==> src/rtl/row_operand_feeder.sv <==
// row_operand_feeder: accepts one packed operand row per handshake, pulses
// START to the row-matrix calculator, streams the row elements onto OP1
// after a fixed lead, then waits for a DONE rising edge and holds the
// captured result on a valid/ready output until the consumer takes it.
// Optional build macro: FEEDER_TIMEOUT_EN adds a DONE watchdog and the ERR port.
module row_operand_feeder #(
  parameter int OP1_COL      = 4,
  parameter int OP1_WIDTH    = 8,
  parameter int WEIGHT_COL   = 8,
  parameter int DSPOUT_WIDTH = 16,
  parameter int LEAD         = 2,
  parameter int TIMEOUT      = 255
) (
  input  logic                                 CLK,
  input  logic                                 RST,
  input  logic                                 IN_VALID,
  output logic                                 IN_READY,
  input  logic [OP1_COL*OP1_WIDTH-1:0]         IN_ROW,
  output logic                                 START,
  output logic signed [OP1_WIDTH-1:0]          OP1,
  input  logic                                 DONE,
  input  logic [DSPOUT_WIDTH*WEIGHT_COL-1:0]   OUT,
  output logic                                 RES_VALID,
  input  logic                                 RES_READY,
  output logic [DSPOUT_WIDTH*WEIGHT_COL-1:0]   RES_DATA
`ifdef FEEDER_TIMEOUT_EN
  ,
  output logic                                 ERR
`endif
);

  localparam int ROW_W = OP1_COL * OP1_WIDTH;
  localparam int RES_W = DSPOUT_WIDTH * WEIGHT_COL;
  localparam int IDX_W = (OP1_COL > 1) ? $clog2(OP1_COL) : 1;

  localparam logic [IDX_W-1:0] LAST_IDX = IDX_W'(OP1_COL - 1);
  localparam logic [IDX_W-1:0] IDX_ONE  = IDX_W'(1);
  localparam logic [3:0]       LEAD_M1  = 4'(LEAD - 1);

  typedef enum logic [2:0] {
    S_IDLE,
    S_START,
    S_LEAD,
    S_STREAM,
    S_WAIT_DONE,
    S_RESULT
  } state_t;

  state_t                   state_q, state_d;
  logic [ROW_W-1:0]         row_q, row_d;
  logic [3:0]               lead_cnt_q, lead_cnt_d;
  logic [IDX_W-1:0]         idx_q, idx_d;
  logic                     done_q;
  logic                     done_rise;
  logic                     capture;

  // Registered outputs: each is computed from the next state so that no
  // input reaches an output port without passing through a flop.
  logic                     in_ready_q;
  logic                     start_q;
  logic signed [OP1_WIDTH-1:0] op1_q, op1_d;
  logic                     res_valid_q;
  logic [RES_W-1:0]         res_data_q;

`ifdef FEEDER_TIMEOUT_EN
  localparam logic [7:0] TMO_LAST = 8'(TIMEOUT - 1);
  logic [7:0] tmo_q, tmo_d;
  logic       err_q, err_d;
`endif

  // Pick element idx out of a packed row; element i sits at [OP1_WIDTH*i +: OP1_WIDTH].
  function automatic logic signed [OP1_WIDTH-1:0] row_elem(
    input logic [ROW_W-1:0] row,
    input logic [IDX_W-1:0] idx
  );
    row_elem = row[OP1_WIDTH*int'(idx) +: OP1_WIDTH];
  endfunction

  // Only a low-to-high transition of DONE counts as completion, so a level
  // left high from an earlier row cannot complete the current one.
  assign done_rise = DONE & ~done_q;

  // Next-state and datapath-control decode for the sequencer.
  always_comb begin
    state_d    = state_q;
    row_d      = row_q;
    lead_cnt_d = lead_cnt_q;
    idx_d      = idx_q;
    capture    = 1'b0;
`ifdef FEEDER_TIMEOUT_EN
    tmo_d      = tmo_q;
    err_d      = err_q;
`endif
    case (state_q)
      S_IDLE: begin
        if (IN_VALID && in_ready_q) begin
          row_d   = IN_ROW;
          state_d = S_START;
        end
      end
      S_START: begin
        if (LEAD > 1) begin
          lead_cnt_d = 4'd1;
          state_d    = S_LEAD;
        end else begin
          idx_d   = '0;
          state_d = S_STREAM;
        end
      end
      S_LEAD: begin
        if (lead_cnt_q == LEAD_M1) begin
          idx_d   = '0;
          state_d = S_STREAM;
        end else begin
          lead_cnt_d = lead_cnt_q + 4'd1;
        end
      end
      S_STREAM: begin
        if (idx_q == LAST_IDX) begin
          state_d = S_WAIT_DONE;
`ifdef FEEDER_TIMEOUT_EN
          tmo_d   = 8'd0;
`endif
        end else begin
          idx_d = idx_q + IDX_ONE;
        end
      end
      S_WAIT_DONE: begin
        if (done_rise) begin
          capture = 1'b1;
          state_d = S_RESULT;
        end
`ifdef FEEDER_TIMEOUT_EN
        else if (tmo_q == TMO_LAST) begin
          err_d   = 1'b1;
          state_d = S_IDLE;
        end else begin
          tmo_d = tmo_q + 8'd1;
        end
`endif
      end
      S_RESULT: begin
        if (RES_READY && res_valid_q) begin
          state_d = S_IDLE;
        end
      end
      default: begin
        state_d = S_IDLE;
      end
    endcase
  end

  // Element presented on OP1 in the next cycle; zero outside STREAM.
  always_comb begin
    op1_d = '0;
    if (state_d == S_STREAM) begin
      op1_d = row_elem(row_d, idx_d);
    end
  end

  // Control state, counters and registered outputs; reset aborts at once.
  always_ff @(posedge CLK or posedge RST) begin
    if (RST) begin
      state_q     <= S_IDLE;
      lead_cnt_q  <= 4'd0;
      idx_q       <= '0;
      done_q      <= 1'b0;
      in_ready_q  <= 1'b0;
      start_q     <= 1'b0;
      op1_q       <= '0;
      res_valid_q <= 1'b0;
      res_data_q  <= '0;
    end else begin
      state_q     <= state_d;
      lead_cnt_q  <= lead_cnt_d;
      idx_q       <= idx_d;
      done_q      <= DONE;
      in_ready_q  <= (state_d == S_IDLE);
      start_q     <= (state_d == S_START);
      op1_q       <= op1_d;
      res_valid_q <= (state_d == S_RESULT);
      if (capture) begin
        res_data_q <= OUT;
      end
    end
  end

  // Row holding register: pure data, rewritten only at the input handshake.
  always_ff @(posedge CLK) begin
    row_q <= row_d;
  end

`ifdef FEEDER_TIMEOUT_EN
  // DONE watchdog counter and sticky error flag.
  always_ff @(posedge CLK or posedge RST) begin
    if (RST) begin
      tmo_q <= 8'd0;
      err_q <= 1'b0;
    end else begin
      tmo_q <= tmo_d;
      err_q <= err_d;
    end
  end

  assign ERR = err_q;
`endif

  assign IN_READY  = in_ready_q;
  assign START     = start_q;
  assign OP1       = op1_q;
  assign RES_VALID = res_valid_q;
  assign RES_DATA  = res_data_q;

endmodule
==> config.mk <==
export PLATFORM = sky130hd
export DESIGN_NAME = row_operand_feeder
export DESIGN_NICKNAME = d
export VERILOG_FILES = /design/src/rtl/row_operand_feeder.sv
export SDC_FILE = /design/constraint.sdc
export NUM_CORES = 1
export LEC_CHECK = 0
export CAP_MARGIN = 20
export CORE_MARGIN = 5
export CORE_UTILIZATION = 45
export DETAILED_ROUTE_END_ITERATION = 12
export GPL_TIMING_DRIVEN = 0
export HOLD_SLACK_MARGIN = 0.06
export PLACE_DENSITY_LB_ADDON = 0.15
export SYNTH_ARGS = -nofsm -noshare
export SYNTH_HDL_FRONTEND = slang
export SYNTH_SLANG_ARGS = --single-unit
==> constraint.sdc <==
create_clock -name CLK -period 13.29 [get_ports CLK]
set_input_delay 2.658 -clock CLK [delete_from_list [all_inputs] [get_ports CLK]]
set_output_delay 2.658 -clock CLK [all_outputs]
set_load 0.01 [all_outputs]
==> qor.txt, run 1 <==
Antenna Nets Post-Route: 0
startpoint types: input port
clk sinks: 181
hold path depth: 1
Final Util: 71.29%
initial DRC count: 153
YS warnings: 0
clk_lat worst skew: 420 ps
nets: 936
share of power burned in registers: 38.6%
Yosys reg bits: 181
number of gates resized after cts: 0
RSZ-0062 raised after global routing: no
combinational group share of total power: 41.3%
post-CTS setup buffers: 0
Mean Syn Cell Area: 15.52 um2
PwrDens: 221.6 nW/um2
clock share of power: 20.1%
worst-case clock buffer depth: 2
Rel. slew slack: 39.32%
Crit. path cell count: 5
Switching Fraction: 30.42%
synth unique cells: 33
initial antenna violation count: 0
final-report max-slew violation count: 0
maximum fanout along the worst path: 10
area leader, netlist: dfrtp_1
first-pass GRT wire length: 29.37 mm
FF-to-FF path depth: 7
Max Cap Violations: 0
die area: 17970 um2
clock slew at reported path FFs: 70 ps
CTS root buf: clkbuf_16
Fin Clk Skew: 12.10 ps
worst hold path class: register to register
Setup crit end kind: register
Area Growth Syn to Fin: 55.95%
setup ws final: 9086 ps
worst r2r dst: OP1[7]$_DFF_PP0_
CP delay by family, top: buffers and inverters
Initial Utilization: 45.72%
total CTS buffers: 17
worst path cell trace: clkdlybuf4s50_1 -> nand3_1 -> clkbuf_1 -> buf_2 -> mux2_1
vias per std cell: 4.903
hold buffers post-CTS: 0
Hold Worst Slack: 463.0 ps
top cell type's share of synthesized area: 53.85%
Initial DRT Pass Iterations: 4
DP Area: 10220 um2
final-report hold violation count: 0
Setup-failing EPs final: 0
Synth area leaders: dfrtp_1 (54%), mux2_1 (22%), dfxtp_1 (9.3%), mux2_2 (3.4%), mux2_4 (3.0%)
crit share post-route: 31.63%
VDD IR max: 0.1185 mV
Final min period: 4204 ps
PortBufs: 303
worst slew pin tran: 910.2 ps
Mapped Cells: 446
Internal Power: 1.665 mW
CP required: 13590 ps
syn_nets: 613
reg-to-reg slack, setup: 10930 ps
vias in the first global route: 5247
critical setup path kind: input port to register
critical path arrival: 4510 ps
Die X: 134.0 um
# DRC: 0
global-route usage over all layers: 21.11%
CTS H-Tree Depth: 4
Place WS: 8562 ps
Post-Synthesis Cell Area: 6924 um2
delay of the slowest critical-path stage: 530 ps
outcome: completed
Buffers & Inverters on Critical Path: 3
Detail Placement HPWL: 14.52 mm
Psw: 0.7278 mW
diode count: 0
# rows: 45
I/O pin cnt: 304
CP startpoint: DONE
via count: 4756
routability cong.: 0.7964
share of layout cells above drive strength 1: 11.00%
grt total ovfl: 0
Fin Setup TNS: 0 ps
drt wl/cell: 19.36 um
FMAX: 237.9 MHz
wirelength, routed: 18.78 mm
Setup crit end: RES_DATA[61]$_DFFE_PP0P_
Seq/Total Area, Yosys: 63.10%
P_leak: 4.881 nW
largest net degree at the start of global routing: 98
post-route cell area: 10800 um2
core area: 15150 um2
slowest library cell on the worst path: clkbuf_1
CTS tree: done
R2R Path Start: lead_cnt_q[1]$_DFFE_PP0P_
Die Y: 134.0 um
power groups by stage:
stage,clock network [mW],logic [mW],registers (mW)
2_1_floorplan,0,0.361,1.01
3_3_place_gp,0,0.975,0.915
3_5_place_dp,0,1.00,0.933
4_1_cts,0.494,1.01,0.925
5_1_grt,0.516,1.06,0.954
6_report,0.481,0.988,0.923
cell families after synthesis:
group	count (synthesis)	synth area share, %
multiplexers	176	29.26
AND/OR/NAND/NOR	36	2.765
buffers and inverters	25	2.042
adder cells (fa/ha/maj)	2	0.3613
flip-flops	181	63.10
AO/OA/AOI/OAI	26	2.476
worst reg2reg max path: cells and delay by family (launching register included):
| kind | cells | cell delay (ps) |
|---|---|---|
| fa+ha+maj | 1 | 160 |
| compound gates | 2 | 970 |
| buf+inv | 1 | 90 |
| flops | 1 | 410 |
| simple gates | 3 | 670 |
registers in the layout, summed over array words and instances (netlist names):
signal / cells
done_q: 1
state_q: 3
IN_READY: 1
OP1: 8
row_q: 32
idx_q: 2
START: 1
lead_cnt_q: 4
RES_DATA: 128
RES_VALID: 1
cell usage in the layout (no fill, tap or decap), types with 4 or more instances in the layout:
cell type	count
clkdlybuf4s50_1	303
dfrtp_1	149
mux2_1	134
dfxtp_1	32
mux2_2	21
clkbuf_16	17
buf_2	14
mux2_4	14
nor2_1	9
a21oi_1	8
nand3_1	7
mux2i_1	7
o2bb2ai_1	7
clkbuf_1	5
nand2_1	5
clkinvlp_4	4
cells in the mapped netlist:
library cell / count
mux2_4: 14
inv_1: 3
clkbuf_1: 3
o21ai_0: 3
a21oi_1: 8
nand2_1: 5
nor2b_1: 3
nor2_1: 9
or3b_1: 2
buf_2: 14
a21oi_2: 1
mux2_1: 134
dfrtp_1: 149
o22ai_1: 1
nor3b_1: 1
mux2i_1: 7
nand3b_1: 1
ha_1: 2
a22o_1: 1
nor3_1: 3
mux2_2: 21
nand3_1: 7
nand2b_1: 2
o21a_1: 1
o22a_1: 1
or2_1: 1
o2bb2ai_1: 7
dfxtp_1: 32
and3b_1: 1
o21ai_1: 3
buf_6: 3
buf_4: 2
and4b_1: 1
metal layers:
metal  track usage, %  vias to the layer above  routed length (um)  share of wire [%]
met5                0                        -                   0                  0
met4            7.070                        0                 375                2.0
met2            37.11                      192                9665                 51
li1                 -                     2216                   -                  -
met1            24.14                     2322                7173                 38
met3            7.277                       26                1563                8.3
stage by stage:
step / total power, mW / std cells
after floorplan: 1.367 / 446
after detailed placement: 1.934 / 938
after CTS: 2.425 / 970
final: 2.393 / 970
after global routing: 2.530 / 970
after global placement: 1.890 / 937
cell type report:
class                      instances  area, um2
sequential                       181       4369
fill                            1033       4348
timing repair buffer             304       3060
multi-input combinational        240       2414
clock buffer                      22      474.2
tap                              188      235.2
buffer                            22      130.1
clock inverter                    10      98.84
inverter                           3      16.27
worst min path at each step:
stage / from / slack, ps / to
final: row_q[6]$_DFF_P_ / 460 / row_q[6]$_DFF_P_
after global routing: row_q[29]$_DFF_P_ / 480 / row_q[29]$_DFF_P_
after CTS: row_q[1]$_DFF_P_ / 470 / row_q[1]$_DFF_P_
after detailed placement: row_q[3]$_DFF_P_ / 450 / row_q[3]$_DFF_P_
after global placement: row_q[2]$_DFF_P_ / 440 / row_q[2]$_DFF_P_
after floorplan: row_q[0]$_DFF_P_ / 430 / row_q[0]$_DFF_P_
Power figures use the tool's default switching activity.
==> inputs of run 2 (changes only) <==
--- a/config.mk
+++ b/config.mk
@@ -7,7 +7,7 @@
 export LEC_CHECK = 0
 export CAP_MARGIN = 20
 export CORE_MARGIN = 5
-export CORE_UTILIZATION = 45
+export CORE_UTILIZATION = 38
 export DETAILED_ROUTE_END_ITERATION = 12
 export GPL_TIMING_DRIVEN = 0
 export HOLD_SLACK_MARGIN = 0.06
==> constraint.sdc (replaced) <==
create_clock -name CLK -period 3.83 [get_ports CLK]
set_input_delay 0.766 -clock CLK [delete_from_list [all_inputs] [get_ports CLK]]
set_output_delay 0.766 -clock CLK [all_outputs]
set_load 0.01 [all_outputs]
==> qor.txt, run 2 (synthesis gave the netlist of run 1 again) <==
outcome: completed
FMAX: 421.0 MHz
Detail Placement HPWL: 15.45 mm
total CTS buffers: 17
grt total ovfl: 0
worst path cell trace: inv_1 -> ha_1 -> or3b_1 -> nand2b_1 -> nand3_1 -> a21oi_1 -> a22o_1
worst-case clock buffer depth: 2
maximum fanout along the worst path: 8
final-report max-slew violation count: 0
Setup crit end kind: register
VDD IR max: 0.3913 mV
clock slew at reported path FFs: 70 ps
I/O pin cnt: 304
P_leak: 4.919 nW
Buffers & Inverters on Critical Path: 1
PwrDens: 769.3 nW/um2
most frequent cells in the layout: clkdlybuf4s50_1 (303), dfrtp_1 (149), mux2_1 (134)
post-CTS setup buffers: 0
# rows: 49
RSZ-0062 raised after global routing: no
share of layout cells above drive strength 1: 11.59%
critical setup path kind: register to register
Crit. path cell count: 7
first-pass GRT wire length: 31.31 mm
Antenna Nets Post-Route: 0
Initial Utilization: 38.55%
max reg flops: 128
Die Y: 145.0 um
FF-to-FF path depth: 7
Fin Clk Skew: 9.176 ps
commonest non-fill, non-tap cell in the layout: clkdlybuf4s50_1
Hold Worst Slack: 460.2 ps
clk_lat worst skew: 420 ps
final-report hold violation count: 0
vias in the first global route: 5424
wl on met1: 7.683 mm
slowest library cell on the worst path: a21oi_1
Rel. slew slack: 42.31%
CTS tree: done
Final min period: 2376 ps
Max Used Layer: met4
Area Growth Syn to Fin: 57.77%
largest net degree at the start of global routing: 44
global-route usage over all layers: 18.89%
critical path arrival: 2730 ps
hold buffers post-CTS: 0
via count: 4816
Initial DRT Pass Iterations: 4
nets: 939
clk sinks: 181
core area: 17960 um2
PortBufs: 303
CTS root buf: clkbuf_16
number of gates resized after cts: 0
startpoint types: register
Fillers: 1415
# DRC: 0
CP required: 4190 ps
Fin Setup TNS: 0 ps
# placed instances: 982
drt wl/cell: 19.25 um
met3 routed WL: 1.628 mm
Setup-failing EPs final: 0
die area: 21020 um2
wirelength, routed: 19.54 mm
vias per std cell: 4.745
worst hold path class: register to register
hold path depth: 1
Max Cap Violations: 0
initial antenna violation count: 1
met2 routed WL: 9.661 mm
initial DRC count: 77
routability cong.: 0.7919
CP delay by family, top: compound AO/OA/AOI/OAI gates
CTS H-Tree Depth: 4
worst slew pin tran: 865.4 ps
delay of the slowest critical-path stage: 710 ps
Die X: 145.0 um
crit share post-route: 62.03%
non-filler instance count after layout: 1015
==> run 2: changes by cell type in the layout (fill, tap and decap cells not counted), sizes merged <==
cell	previous run	this run
buf	20	23
bufinv	1	2
clkbuf	25	21
clkinv	4	2
diode	0	1
inv	4	9
==> run 2: routing by layer <==
layer  vias to the layer above  GRT usage, %
met5                         -             0
met4                         0         7.439
met3                        32         6.455
met2                       208         32.06
met1                      2340         22.01
li1                       2236             -
==> run 2: metrics by stage <==
step / setup WS, ps / util [%] / power [mW] / area [um2]
after floorplan: 1189 / - / 4.745 / 6928
after global placement: -92.28 / 57.05 / 6.578 / 10250
after detailed placement: 991.2 / 57.49 / 6.731 / 10330
after CTS: 1448 / 60.80 / 8.530 / 10920
after global routing: 1265 / 60.81 / 8.907 / 10920
final: 1454 / 60.81 / 8.404 / 10920
==> run 2: cell type report <==
class | instances | area (um2) | area share (%)
plain buffers | 22 | 130.1 | 1.191
repair buffers | 307 | 3113 | 28.50
well taps | 229 | 286.5 | 2.623
flip-flops and latches | 181 | 4369 | 40.00
clock inverters | 14 | 165.2 | 1.512
diodes | 1 | 2.502 | 0.02291
multi-input cells | 240 | 2414 | 22.09
inverters | 3 | 15.01 | 0.1374
clock buffers | 18 | 429.2 | 3.929
==> run 2: final timing paths <==
path / slack, ps / from / endpoint
min reg2reg: 460 / row_q[1]$_DFF_P_ / row_q[1]$_DFF_P_
max in group asynchronous: 2310 / RST / RES_DATA[25]$_DFFE_PP0P_
min: 460 / row_q[1]$_DFF_P_ / row_q[1]$_DFF_P_
min in group asynchronous: 710 / RST / RES_DATA[57]$_DFFE_PP0P_
max reg2reg: 1450 / lead_cnt_q[1]$_DFFE_PP0P_ / OP1[7]$_DFF_PP0_
max: 1450 / lead_cnt_q[1]$_DFFE_PP0P_ / OP1[7]$_DFF_PP0_
==> run 2: where the power goes <==
group,switching (mW),internal (mW),total [mW]
logic,1.39,2.05,3.45
registers,0.418,2.78,3.19
clock network,0.781,0.983,1.76
total,2.59,5.81,8.40
==> run 2: worst register-to-register path: cells and delay by family (launching register included) <==
family                   cells  cell delay [ps]
AO/OA/AOI/OAI                2              950
flip-flops                   1              420
buffers and inverters        1              100
AND/OR/NAND/NOR              3              690
adder cells (fa/ha/maj)      1              170
